`src/rtl/dmem_pkg.sv`:
```
// Shared definitions for the data-memory arbiter: access size encodings,
// arbiter state names and the size/load-extension helpers.
package dmem_pkg;

    localparam logic [1:0] SIZE_B   = 2'b00;
    localparam logic [1:0] SIZE_H   = 2'b01;
    localparam logic [1:0] SIZE_W   = 2'b10;
    localparam logic [1:0] SIZE_ILL = 2'b11;

    // The arbiter state is never stored; it is derived from the starvation counter.
    typedef enum logic {
        ARB_NORMAL = 1'b0,
        ARB_FORCE1 = 1'b1
    } arb_state_e;

    function automatic logic [2:0] size_bytes(input logic [1:0] size);
        logic [2:0] n;
        case (size)
            SIZE_B:  n = 3'd1;
            SIZE_H:  n = 3'd2;
            SIZE_W:  n = 3'd4;
            default: n = 3'd0;
        endcase
        return n;
    endfunction

    function automatic logic [31:0] load_extend(input logic [1:0] size, input logic [31:0] data);
        logic [31:0] r;
        case (size)
            SIZE_B:  r = {24'b0, data[7:0]};
            SIZE_H:  r = {16'b0, data[15:0]};
            SIZE_W:  r = data;
            default: r = 32'b0;
        endcase
        return r;
    endfunction

endpackage

```
`src/rtl/dmem_rsp_slot.sv`:
```
// Per-master response register: turns a grant into a one-cycle rvalid pulse
// carrying the error flag and zero-extended load data.
module dmem_rsp_slot (
    input  logic        clk,
    input  logic        rst,
    input  logic        gnt,
    input  logic        ok,
    input  logic        we,
    input  logic [1:0]  size,
    input  logic [31:0] mem_rdata,
    output logic        rvalid,
    output logic        err,
    output logic [31:0] rdata
);
    import dmem_pkg::*;

    // Stores and rejected accesses return zero data.
    always_ff @(posedge clk) begin
        if (!rst) begin
            rvalid <= 1'b0;
            err    <= 1'b0;
            rdata  <= 32'b0;
        end else begin
            rvalid <= gnt;
            err    <= gnt & ~ok;
            rdata  <= (gnt && ok && !we) ? load_extend(size, mem_rdata) : 32'b0;
        end
    end

endmodule

```
`src/rtl/dmem_arbiter.sv`:
```
// Two-master data-memory arbiter: m0 has fixed priority, m1 is guaranteed
// a grant after STARVE_LIMIT consecutive lost cycles.
module dmem_arbiter #(
    parameter int DROM_SPACE   = 1024,
    parameter int STARVE_LIMIT = 4
) (
    input  logic        clk,
    input  logic        rst,
    input  logic        m0_req,
    input  logic [31:0] m0_addr,
    input  logic [31:0] m0_wdata,
    input  logic        m0_we,
    input  logic [1:0]  m0_size,
    output logic        m0_gnt,
    output logic        m0_rvalid,
    output logic [31:0] m0_rdata,
    output logic        m0_err,
    input  logic        m1_req,
    input  logic [31:0] m1_addr,
    input  logic [31:0] m1_wdata,
    input  logic        m1_we,
    input  logic [1:0]  m1_size,
    output logic        m1_gnt,
    output logic        m1_rvalid,
    output logic [31:0] m1_rdata,
    output logic        m1_err,
    output logic [31:0] mem_addr,
    output logic [31:0] mem_wdata,
    output logic        mem_r_en,
    output logic        mem_w_en,
    output logic [1:0]  mem_byte_sel,
    input  logic [31:0] mem_rdata
);
    import dmem_pkg::*;

    localparam logic [7:0]  LIMIT      = 8'(STARVE_LIMIT);
    localparam logic [32:0] DROM_LIMIT = 33'(DROM_SPACE);

    // The end address is formed in 33 bits so accesses near 0xFFFFFFFF cannot wrap into range.
    function automatic logic access_ok(input logic [31:0] addr, input logic [1:0] size);
        logic [32:0] end_addr;
        end_addr = {1'b0, addr} + {30'b0, size_bytes(size)};
        return (size != SIZE_ILL) && (end_addr <= DROM_LIMIT);
    endfunction

    logic [7:0] wait_cnt;
    arb_state_e arb_state;
    logic       force1;
    logic       sel1;
    logic       m0_ok;
    logic       m1_ok;
    logic       sel_we;
    logic       sel_ok;

    assign m0_ok = access_ok(m0_addr, m0_size);
    assign m1_ok = access_ok(m1_addr, m1_size);

    assign arb_state = (wait_cnt == LIMIT) ? ARB_FORCE1 : ARB_NORMAL;
    assign force1    = (arb_state == ARB_FORCE1);

    assign sel1   = m1_req && (!m0_req || force1);
    assign m0_gnt = rst && m0_req && !sel1;
    assign m1_gnt = rst && sel1;

    // Ungranted cycles leave the memory port fully quiet, including the address.
    always_comb begin
        mem_addr     = 32'b0;
        mem_wdata    = 32'b0;
        mem_byte_sel = 2'b00;
        sel_we       = 1'b0;
        sel_ok       = 1'b0;
        if (m0_gnt) begin
            mem_addr     = m0_addr;
            mem_wdata    = m0_wdata;
            mem_byte_sel = m0_size;
            sel_we       = m0_we;
            sel_ok       = m0_ok;
        end else if (m1_gnt) begin
            mem_addr     = m1_addr;
            mem_wdata    = m1_wdata;
            mem_byte_sel = m1_size;
            sel_we       = m1_we;
            sel_ok       = m1_ok;
        end
    end

    assign mem_w_en = sel_we & sel_ok;
    assign mem_r_en = ~sel_we & sel_ok;

    // FORCE1 is left after exactly one m1 grant because the grant clears the count.
    always_ff @(posedge clk) begin
        if (!rst) begin
            wait_cnt <= 8'd0;
        end else if (!m1_req || m1_gnt) begin
            wait_cnt <= 8'd0;
        end else if (wait_cnt < LIMIT) begin
            wait_cnt <= wait_cnt + 8'd1;
        end
    end

    dmem_rsp_slot u_rsp0 (
        .clk       (clk),
        .rst       (rst),
        .gnt       (m0_gnt),
        .ok        (m0_ok),
        .we        (m0_we),
        .size      (m0_size),
        .mem_rdata (mem_rdata),
        .rvalid    (m0_rvalid),
        .err       (m0_err),
        .rdata     (m0_rdata)
    );

    dmem_rsp_slot u_rsp1 (
        .clk       (clk),
        .rst       (rst),
        .gnt       (m1_gnt),
        .ok        (m1_ok),
        .we        (m1_we),
        .size      (m1_size),
        .mem_rdata (mem_rdata),
        .rvalid    (m1_rvalid),
        .err       (m1_err),
        .rdata     (m1_rdata)
    );

endmodule

```
`config.mk`:
```
export PLATFORM = sky130hd
export DESIGN_NAME = dmem_arbiter
export DESIGN_NICKNAME = d
export VERILOG_FILES = /design/src/rtl/dmem_pkg.sv /design/src/rtl/dmem_rsp_slot.sv /design/src/rtl/dmem_arbiter.sv
export SDC_FILE = /design/constraint.sdc
export NUM_CORES = 1
export LEC_CHECK = 0
export BUFFER_PORTS_ARGS = -buffer_cell sky130_fd_sc_hd__buf_2
export CAP_MARGIN = 0
export CORE_AREA = 2 2 119 121
export DETAILED_ROUTE_END_ITERATION = 7
export DIE_AREA = 0 0 121 123
export PLACE_DENSITY = 0.66
export SLEW_MARGIN = 40
export SYNTH_ARGS = -nofsm -noshare
export SYNTH_HDL_FRONTEND = slang
export SYNTH_SLANG_ARGS = --single-unit
```
`constraint.sdc`:
```
create_clock -name clk -period 9.03 [get_ports clk]
set_clock_uncertainty 0.1 [all_clocks]
set_input_delay 0 -clock clk [delete_from_list [all_inputs] [get_ports clk]]
set_output_delay 0 -clock clk [all_outputs]
set_load 0.01 [all_outputs]
```
# Word-level counts from Yosys, hierarchy flattened
# Index checks and enable logic that the tools add are counted.
# classes
n_mux	15
n_eq_ne	7
n_mul	0
shifts	0
div_mod_pow	0
magnitude_cmp	3
n_addsub	3
n_bitwise	8
reduce_logical	22
# ops
op	n
one-hot mux 32 bit (3 select lines)	2
two-way mux 32 bit	4
adder 32 x 3 -> 33 bit	2
<= comparator 33 x 11 -> 1 bit (second input constant)	2
one-hot mux 3 bit (3 select lines)	2
logical AND 1 bit	10
adder 8 x 1 -> 8 bit (second input constant)	1
equality test 8 x 3 -> 1 bit (second input constant)	1
less-than comparator 8 x 3 -> 1 bit (second input constant)	1
zero test 1 bit	5
two-way mux 1 bit	5
bitwise AND 1 bit	4
equality test 2 x 1 -> 1 bit (second input constant)	2
equality test 2 bit (second input constant)	2
zero test 2 bit	2
two-way mux 2 bit	2
inequality test 2 bit (second input constant)	2
NOT 1 bit	4
AND reduction 2 bit	2
logical OR 1 bit	2
OR reduction 2 bit	1
# word_totals
mem_bits_rw	0
latch_bits	0
output_inout_bits	138
memories	0
inputBits	170
mem_bits_ro	0
regBits	76
word_cells	65

# Logic depth before layout (Yosys ltp)
# Gate-level depths: netlist (run 1).
# depth
depth_word	9
mapped_depth	12
ltp_nobuf	11

# By module
# From an unflattened synthesis (run 1), not the netlist that was laid out.
# unflattened
cells_unflattened	517
hier_area_um2	4498.1
# by_module_without_submodules
module	instances	cells_per_inst	area_each_um2	seq_area_each_um2
dmem_arbiter	1	365	2583.7	160.2
dmem_rsp_slot	2	76	957.2	680.7

# Least setup slack after synthesis (run 1)
# Ideal clock, no wire load.
# synth_path
kind	input -> register
startpoint	input port m1_size[1]
endpoint	register u_rsp1.rdata[21]
stages	11
slack_ns	5.695
setup_ns	0.059
required_ns	8.871
path_buffers	1
t_arrival_ns	3.177
cell_sequence	nor2b_1 -> ha_1 -> a21oi_1 -> a211o_1 -> or4_1 -> mux2i_1 -> or4_1 -> or4_4 -> nor3b_4 -> buf_4 -> and2_1
# synth_via
elab_chain_len	8
word_cells_on_any_way	12
classes_between	add/sub: 1; order compare: 1; eq/ne: 3; mux: 2; reduce/logical: 5
# synth_lines
element	line	source
start: declaration	dmem_arbiter.sv:22	input logic [1:0] m1_size,
equality test 2 bit, or another cell as far along	dmem_pkg.sv:18, dmem_pkg.sv:29	
one-hot mux 3 bit (3 select lines)	dmem_pkg.sv:18	case (size)
adder 32 x 3 -> 33 bit	dmem_arbiter.sv:42	end_addr = {1'b0, addr} + {30'b0, size_bytes(size)};
<= comparator 33 x 11 -> 1 bit	dmem_arbiter.sv:43	return (size != SIZE_ILL) && (end_addr <= DROM_LIMIT);
logical AND 1 bit	dmem_arbiter.sv:43	
logical AND 1 bit (2 in a row)	dmem_rsp_slot.sv:26	rdata <= (gnt && ok && !we) ? load_extend(size, mem_rdata) : 32'b0;
AND reduction 2 bit (no line)	-	
end signal: assignment	dmem_rsp_slot.sv:26	
end: declaration	dmem_rsp_slot.sv:13	output logic [31:0] rdata
# Several ways; a longest one is shown, not always the timed one.
# A chain may end at the register's enable or synchronous reset.

# Final worst setup path (run 1)
# layout_path
startpoint	input port m1_size[1]
endpoint	output port mem_r_en
# layout_via
elab_chain_len	8
word_cells_on_any_way	11
classes_between	add/sub: 1; order compare: 1; eq/ne: 3; mux: 3; bitwise: 1; reduce/logical: 2
# layout_lines
element	line	source
equality test 2 bit, or another cell as far along	dmem_pkg.sv:18	
one-hot mux 3 bit (3 select lines)	dmem_pkg.sv:18	
adder 32 x 3 -> 33 bit	dmem_arbiter.sv:42	
<= comparator 33 x 11 -> 1 bit	dmem_arbiter.sv:43	
logical AND 1 bit (*)	dmem_arbiter.sv:43	
two-way mux 1 bit (*)	dmem_arbiter.sv:78	end else if (m1_gnt) begin
two-way mux 1 bit (*)	dmem_arbiter.sv:72	if (m0_gnt) begin
bitwise AND 1 bit (*)	dmem_arbiter.sv:88	assign mem_r_en = ~sel_we & sel_ok;
end: declaration	dmem_arbiter.sv:29	output logic mem_r_en,
# Every way passes the cells marked *; elsewhere a longest branch is shown, timed or not.

==> results.ini, run 1 <==
[final_layout]
drive_gt1_share_pct=40.4
layout_commonest_cell=buf_2
fin_util_pct=50.2
layout_common_cells=buf_2 (307), dfxtp_1 (76), a22o_1 (66)
nFillCells=1312
final_net_count=1029
syn_to_final_growth_pct=52.4

[worst_setup_path]
crit_type=in -> out
cp.arrival_ps=3640
start_kind=input port
path_max_fanout=7
end_kind=output pin
worstPathRequired_ps=8930

[die]
die_h_um=123
start_util_pct=32.9
die_area_um2=14900
die_x_um=121
core_um2=13600
rows=43
pin_count=308

[timing]
rsz0062_at_grt=no
setup_violations=0
tns_ps=0
fin_ws_ps=5290
min_period_ps=3740
hold_viol_final=0
worst_pin_slew_ps=744
fin_crit_sh_pct=41.4
maxSlewViolCount=0
slew_headroom_pct=50.4
fmax_mhz=267

[clock_network]
htree_levels=3
clk_pin_slew_ps=60
cts-root-buf=clkbuf_16
cts.sinks=76
cts_buffers=9
cts_buffer_depth=2
cts-resized-gates=0
tritoncts=yes
clkLatencyLatePin_ps=330

[detailed_routing]
drtIter0Drc=366
vias=5456
ant_nets=0
wl_mm=18.4
viasPerCell=5.29
wl_per_cell_um=17.9
drc=0
firstDrtPassIters=4

[pwr]
p_per_area_nw_per_um2=121
p_sw_share_pct=26.6
p_seq_share_pct=40.7
vdd_drop_max_mv=0.101
clkPwrFrac_pct=37.6
leakage_nw=3.56
power_switching_mw=0.220
p_int_mw=0.608
power_frac_comb_pct=21.7

[synth]
syn_inst=515
syn_nets=697
synth.avg_cell_area_um2=8.70
ys_ff_latch=76
synthTopCellsByArea=dfxtp_1 (34%), a22o_1 (13%), and3_1 (7.1%), and2_1 (4.5%), ha_1 (2.8%)
yosysTopAreaCell=dfxtp_1
syn_area_um2=4480
synth_top_area_share_pct=33.9
synth_edf_count=0
async_flop_share_pct=0
seq_area_frac_synth_pct=33.9
ys.flop_type=dfxtp_1
yosysWarningCount=0
synth_cell_types=69

[global_routing]
antenna_found_initial=1
grt_pass1_wl_mm=26.8
overflow=0
grt.total_usage_pct=23.1
grt_max_degree=71
grt_pass1_vias=4896

[placed_design]
port_buffers=307
gp_congestion=0.934
place_ws_ps=5090
dp_hpwl_mm=14.2

[hold_path]
min_path_type=in -> reg

[outcome]
status=completed

[job]
cap_violations=0

==> repair_timing <==
| item | in CTS | in global routing |
|---|---|---|
| hold buffers | 36 | 0 |
| setup buffers | 0 | 0 |
| endpoints found under the hold margin | 66 | 0 |
==> cells in the mapped netlist, types with 15 or more instances <==
| library cell | number |
|---|---|
| clkbuf_1 | 20 |
| inv_1 | 15 |
| dfxtp_1 | 76 |
| and3_1 | 51 |
| a22o_1 | 66 |
| and2_1 | 32 |
| nor2_1 | 20 |
| nand2_1 | 22 |
| nor3_1 | 16 |
| nand4_1 | 17 |
| nand3_1 | 24 |
==> flip-flops by register name, indices dropped and copies added (netlist names) <==
name           count
wait_cnt           8
u_rsp0.rvalid      1
u_rsp0.rdata      32
u_rsp1.rvalid      1
u_rsp1.rdata      32
u_rsp0.err         1
u_rsp1.err         1
==> final timing paths <==
check | startpoint | to | slack, ps | cells after the start
min | m0_req | wait_cnt[0]$_SDFFE_PP0N_ | 30 | 4
max | m1_size[1] | mem_r_en | 5290 | 12
min reg2reg | wait_cnt[6]$_SDFFE_PP0N_ | wait_cnt[6]$_SDFFE_PP0N_ | 350 | 1
max reg2reg | wait_cnt[3]$_SDFFE_PP0N_ | u_rsp1.rdata[18]$_SDFF_PN0_ | 6010 | 7
==> power groups by stage <==
stage / Clock, mW / Combinational, mW / Sequential (mW)
final: 0.311 / 0.179 / 0.337
after global routing: 0.331 / 0.196 / 0.337
after CTS: 0.318 / 0.177 / 0.337
after detailed placement: 0 / 0.164 / 0.344
after global placement: 0 / 0.164 / 0.344
after floorplan: 0 / 0.0718 / 0.345
==> per-layer routing <==
metal / vias up / wire (um) / GRT usage (%) / share of wire (%)
li1: 2642 / - / - / -
met1: 2554 / 7920 / 30.5 / 43
met2: 247 / 8650 / 37.8 / 47
met3: 13 / 1660 / 5.81 / 9.0
met4: 0 / 212 / 6.18 / 1.2
met5: - / 0 / 0 / 0
==> metrics by stage <==
stage	instance area (um^2)	total power, mW	hold slack (ps)	instances
after floorplan	4480	0.416	-22.4	515
after global placement	6200	0.508	112	980
after detailed placement	6200	0.508	114	980
after CTS	6820	0.832	14.4	1030
after global routing	6830	0.864	72.4	1030
final	6830	0.827	33.2	1031
==> worst max-delay path, stage by stage <==
cell and delay, ps:
buf_2 180, nor2b_1 290, ha_1 230, a21oi_1 130
a211o_1 400, or4_1 570, mux2i_1 130, or4_1 490
or2_2 320, nor3_1 480, a2bb2oi_1 260, buf_2 160
==> logic make-up (layout without fill, tap and decap cells) <==
kind of cell | Yosys count | count (layout) | synth area share [%]
AND/OR/NAND/NOR | 228 | 228 | 29.8
AO/OA/AOI/OAI | 136 | 136 | 24.4
flip-flops | 76 | 76 | 33.9
buffers and inverters | 40 | 375 | 3.49
XOR/XNOR | 15 | 15 | 2.93
adder cells (fa/ha/maj) | 12 | 12 | 3.68
multiplexers | 8 | 8 | 1.81
other | 0 | 1 | 0
==> area by class of cell <==
class / instances / area (um^2) / area share [%]
Timing Repair Buffer: 346 / 1920 / 28.1
Antenna cell: 1 / 2.50 / 0.0366
Tap cell: 180 / 225 / 3.30
Inverter: 15 / 56.3 / 0.824
Clock inverter: 3 / 15.0 / 0.220
Sequential cell: 76 / 1520 / 22.3
Clock buffer: 11 / 243 / 3.55
Multi-Input combinational cell: 399 / 2850 / 41.7
No activity file was read; power rests on OpenSTA's default activity.
==> run 2: changes to the inputs <==
--- a/config.mk
+++ b/config.mk
@@ -7,10 +7,10 @@
 export LEC_CHECK = 0
 export BUFFER_PORTS_ARGS = -buffer_cell sky130_fd_sc_hd__buf_2
 export CAP_MARGIN = 0
-export CORE_AREA = 2 2 119 121
+export CORE_AREA = 2 2 120 122
 export DETAILED_ROUTE_END_ITERATION = 7
-export DIE_AREA = 0 0 121 123
-export PLACE_DENSITY = 0.66
+export DIE_AREA = 0 0 122 124
+export PLACE_DENSITY = 0.65
 export SLEW_MARGIN = 40
 export SYNTH_ARGS = -nofsm -noshare
 export SYNTH_HDL_FRONTEND = slang
==> constraint.sdc (replaced) <==
create_clock -name clk -period 3.8 [get_ports clk]
set_clock_uncertainty 0.1 [all_clocks]
set_input_delay 0 -clock clk [delete_from_list [all_inputs] [get_ports clk]]
set_output_delay 0 -clock clk [all_outputs]
set_load 0.01 [all_outputs]
==> run 2 against run 1 <==
Effect of this change: combinational power grew 140%; clock power grew 140%; hold slack gained 11 ps; die area grew 1.6%; critical path depth is the same; core utilization is essentially flat; highest routed layer is now met5; sequential power grew 140%; critical endpoint unchanged; via count grew 2.6%.
==> results.ini, run 2 (same netlist as run 1, synthesis figures left out) <==
[outcome]
status=completed

[worst_setup_path]
r2r_slack_ps=1030
critical_path.max_stage_delay_ps=540
crit_chain=buf_2 > nor2b_1 > ha_1 > a21oi_1 > a211o_1 > or4_1 > mux2i_1 > or4_1 > or2_2 > nor3_1 > a2bb2oi_1 > buf_2
start_kind=input port
worstPathRequired_ps=3700
cpMaxStageDelayCell=or4_1
path_max_fanout=6
crit_family=simple AND/OR/NAND/NOR gates
critPathBufInv=2
crit_type=in -> out
crit_start=m1_size[1]
reg2reg_from=wait_cnt[3]$_SDFFE_PP0N_
end_kind=output pin
cp.arrival_ps=3420
worstReg2RegEnd=u_rsp1.rdata[16]$_SDFF_PN0_
r2r_cells=8

[final_layout]
reg.largest.list=u_rsp0.rdata: 32 flops, u_rsp1.rdata: 32 flops, wait_cnt: 8 flops
finalInstanceArea_um2=6890
final_net_count=1037
layout_common_cells=buf_2 (307), dfxtp_1 (76), a22o_1 (66)
num_antenna_cells=0
final_cells=1038
drive_gt1_share_pct=40.7
syn_to_final_growth_pct=53.7
layout_commonest_cell=buf_2

[clock_network]
cts_buffers=9
clk_pin_slew_ps=50
tritoncts=yes
cts_buffer_depth=2
cts-resized-gates=0
cts.sinks=76
clkLatencyLatePin_ps=320
cts-root-buf=clkbuf_16
htree_levels=3
cts_setup_buffers=0

[detailed_routing]
highest_layer=met5
firstDrtPassIters=5
vias=5599
ant_nets=0
wl_met1_mm=8.25
wl_per_cell_um=18.2
viasPerCell=5.39
wl_mm=18.9
drtIter0Drc=434
drc=0
dr_wl_met2_mm=8.80
dr_wl_met3_mm=1.54

[timing]
rsz0062_at_grt=no
fmax_mhz=284
worst_pin_slew_ps=750
setup_violations=0
fin_crit_sh_pct=92.7
min_period_ps=3520
slew_headroom_pct=50.0
hold_viol_final=0
maxSlewViolCount=0
tns_ps=0

[die]
die_x_um=122
core_um2=13700
rows=43
die_area_um2=15100
start_util_pct=32.7
die_h_um=124
pin_count=308

[pwr]
p_sw_share_pct=26.3
p_seq_share_pct=40.7
p_int_mw=1.45
clkPwrFrac_pct=37.5
power_switching_mw=0.519
p_per_area_nw_per_um2=286
power_frac_comb_pct=21.8
vdd_drop_max_mv=0.200
leakage_nw=3.58

[hold_path]
holdPathEnd=wait_cnt[2]$_SDFFE_PP0N_
min_from=m0_req
min_path_cells=4
min_path_type=in -> reg

[global_routing]
grt_pass1_vias=4874
overflow=0
grt.total_usage_pct=23.1
antenna_found_initial=2
grt_pass1_wl_mm=27.1
grt_max_degree=71

[placed_design]
placed_area_um2=6270
gp_congestion=0.974
dp_hpwl_mm=14.7
dp_cells=988
port_buffers=307

[job]
cap_violations=0

[run 2: worst max-delay path by stage]
| stage | slack (ps) | endpoint | depth (start not counted) |
|---|---|---|---|
| 2_1_floorplan | 460 | u_rsp1.rdata[21]$_SDFF_PN0_ | 11 |
| 3_3_place_gp | 270 | u_rsp1.rdata[21]$_SDFF_PN0_ | 12 |
| 3_5_place_dp | 100 | u_rsp1.rdata[20]$_SDFF_PN0_ | 12 |
| 4_1_cts | 250 | mem_r_en | 12 |
| 5_1_grt | 60 | mem_r_en | 12 |
| 6_report | 280 | mem_r_en | 12 |
[run 2: final cells by class]
| type | count | area [um^2] |
|---|---|---|
| well taps | 180 | 225 |
| inverters | 15 | 56.3 |
| clock buffers | 12 | 246 |
| flip-flops and latches | 76 | 1520 |
| clock inverters | 2 | 12.5 |
| multi-input cells | 399 | 2840 |
| fillers | 1307 | 6830 |
| repair buffers | 354 | 1990 |
[run 2: tightest hold or removal path: stages]
cell and delay [ps]:
buf_2 110, o31ai_1 110, or2_2 150, nor2_1 40
[run 2: per-stage QoR]
stage / utilization (%) / hold slack [ps] / setup WS, ps / power, mW
6_report: 50.2 / 44.1 / 279 / 1.97
5_1_grt: 50.2 / 52.8 / 56.2 / 2.06
4_1_cts: 50.2 / 34.6 / 254 / 1.98
3_5_place_dp: 45.7 / 116 / 99.3 / 1.21
3_3_place_gp: 45.7 / 113 / 270 / 1.21
2_1_floorplan: - / -22.4 / 465 / 0.990
[run 2: power groups by stage]
stage / Sequential (mW) / Combinational, mW / Clock [mW]
after detailed placement: 0.818 / 0.395 / 0
after global routing: 0.801 / 0.468 / 0.794
after floorplan: 0.819 / 0.171 / 0
final: 0.801 / 0.430 / 0.738
after global placement: 0.818 / 0.395 / 0
after CTS: 0.801 / 0.426 / 0.748
[run 2: layer usage]
layer	global-route usage (%)	vias up
met4	6.18	4
met5	0	-
met1	32.2	2618
met3	4.40	24
li1	-	2655
met2	36.4	298
[run 2: timing repair]
item / CTS / global route
endpoints found under the setup margin: 0 / 0
hold endpoints to repair: 66 / 0
hold buffers: 36 / 0
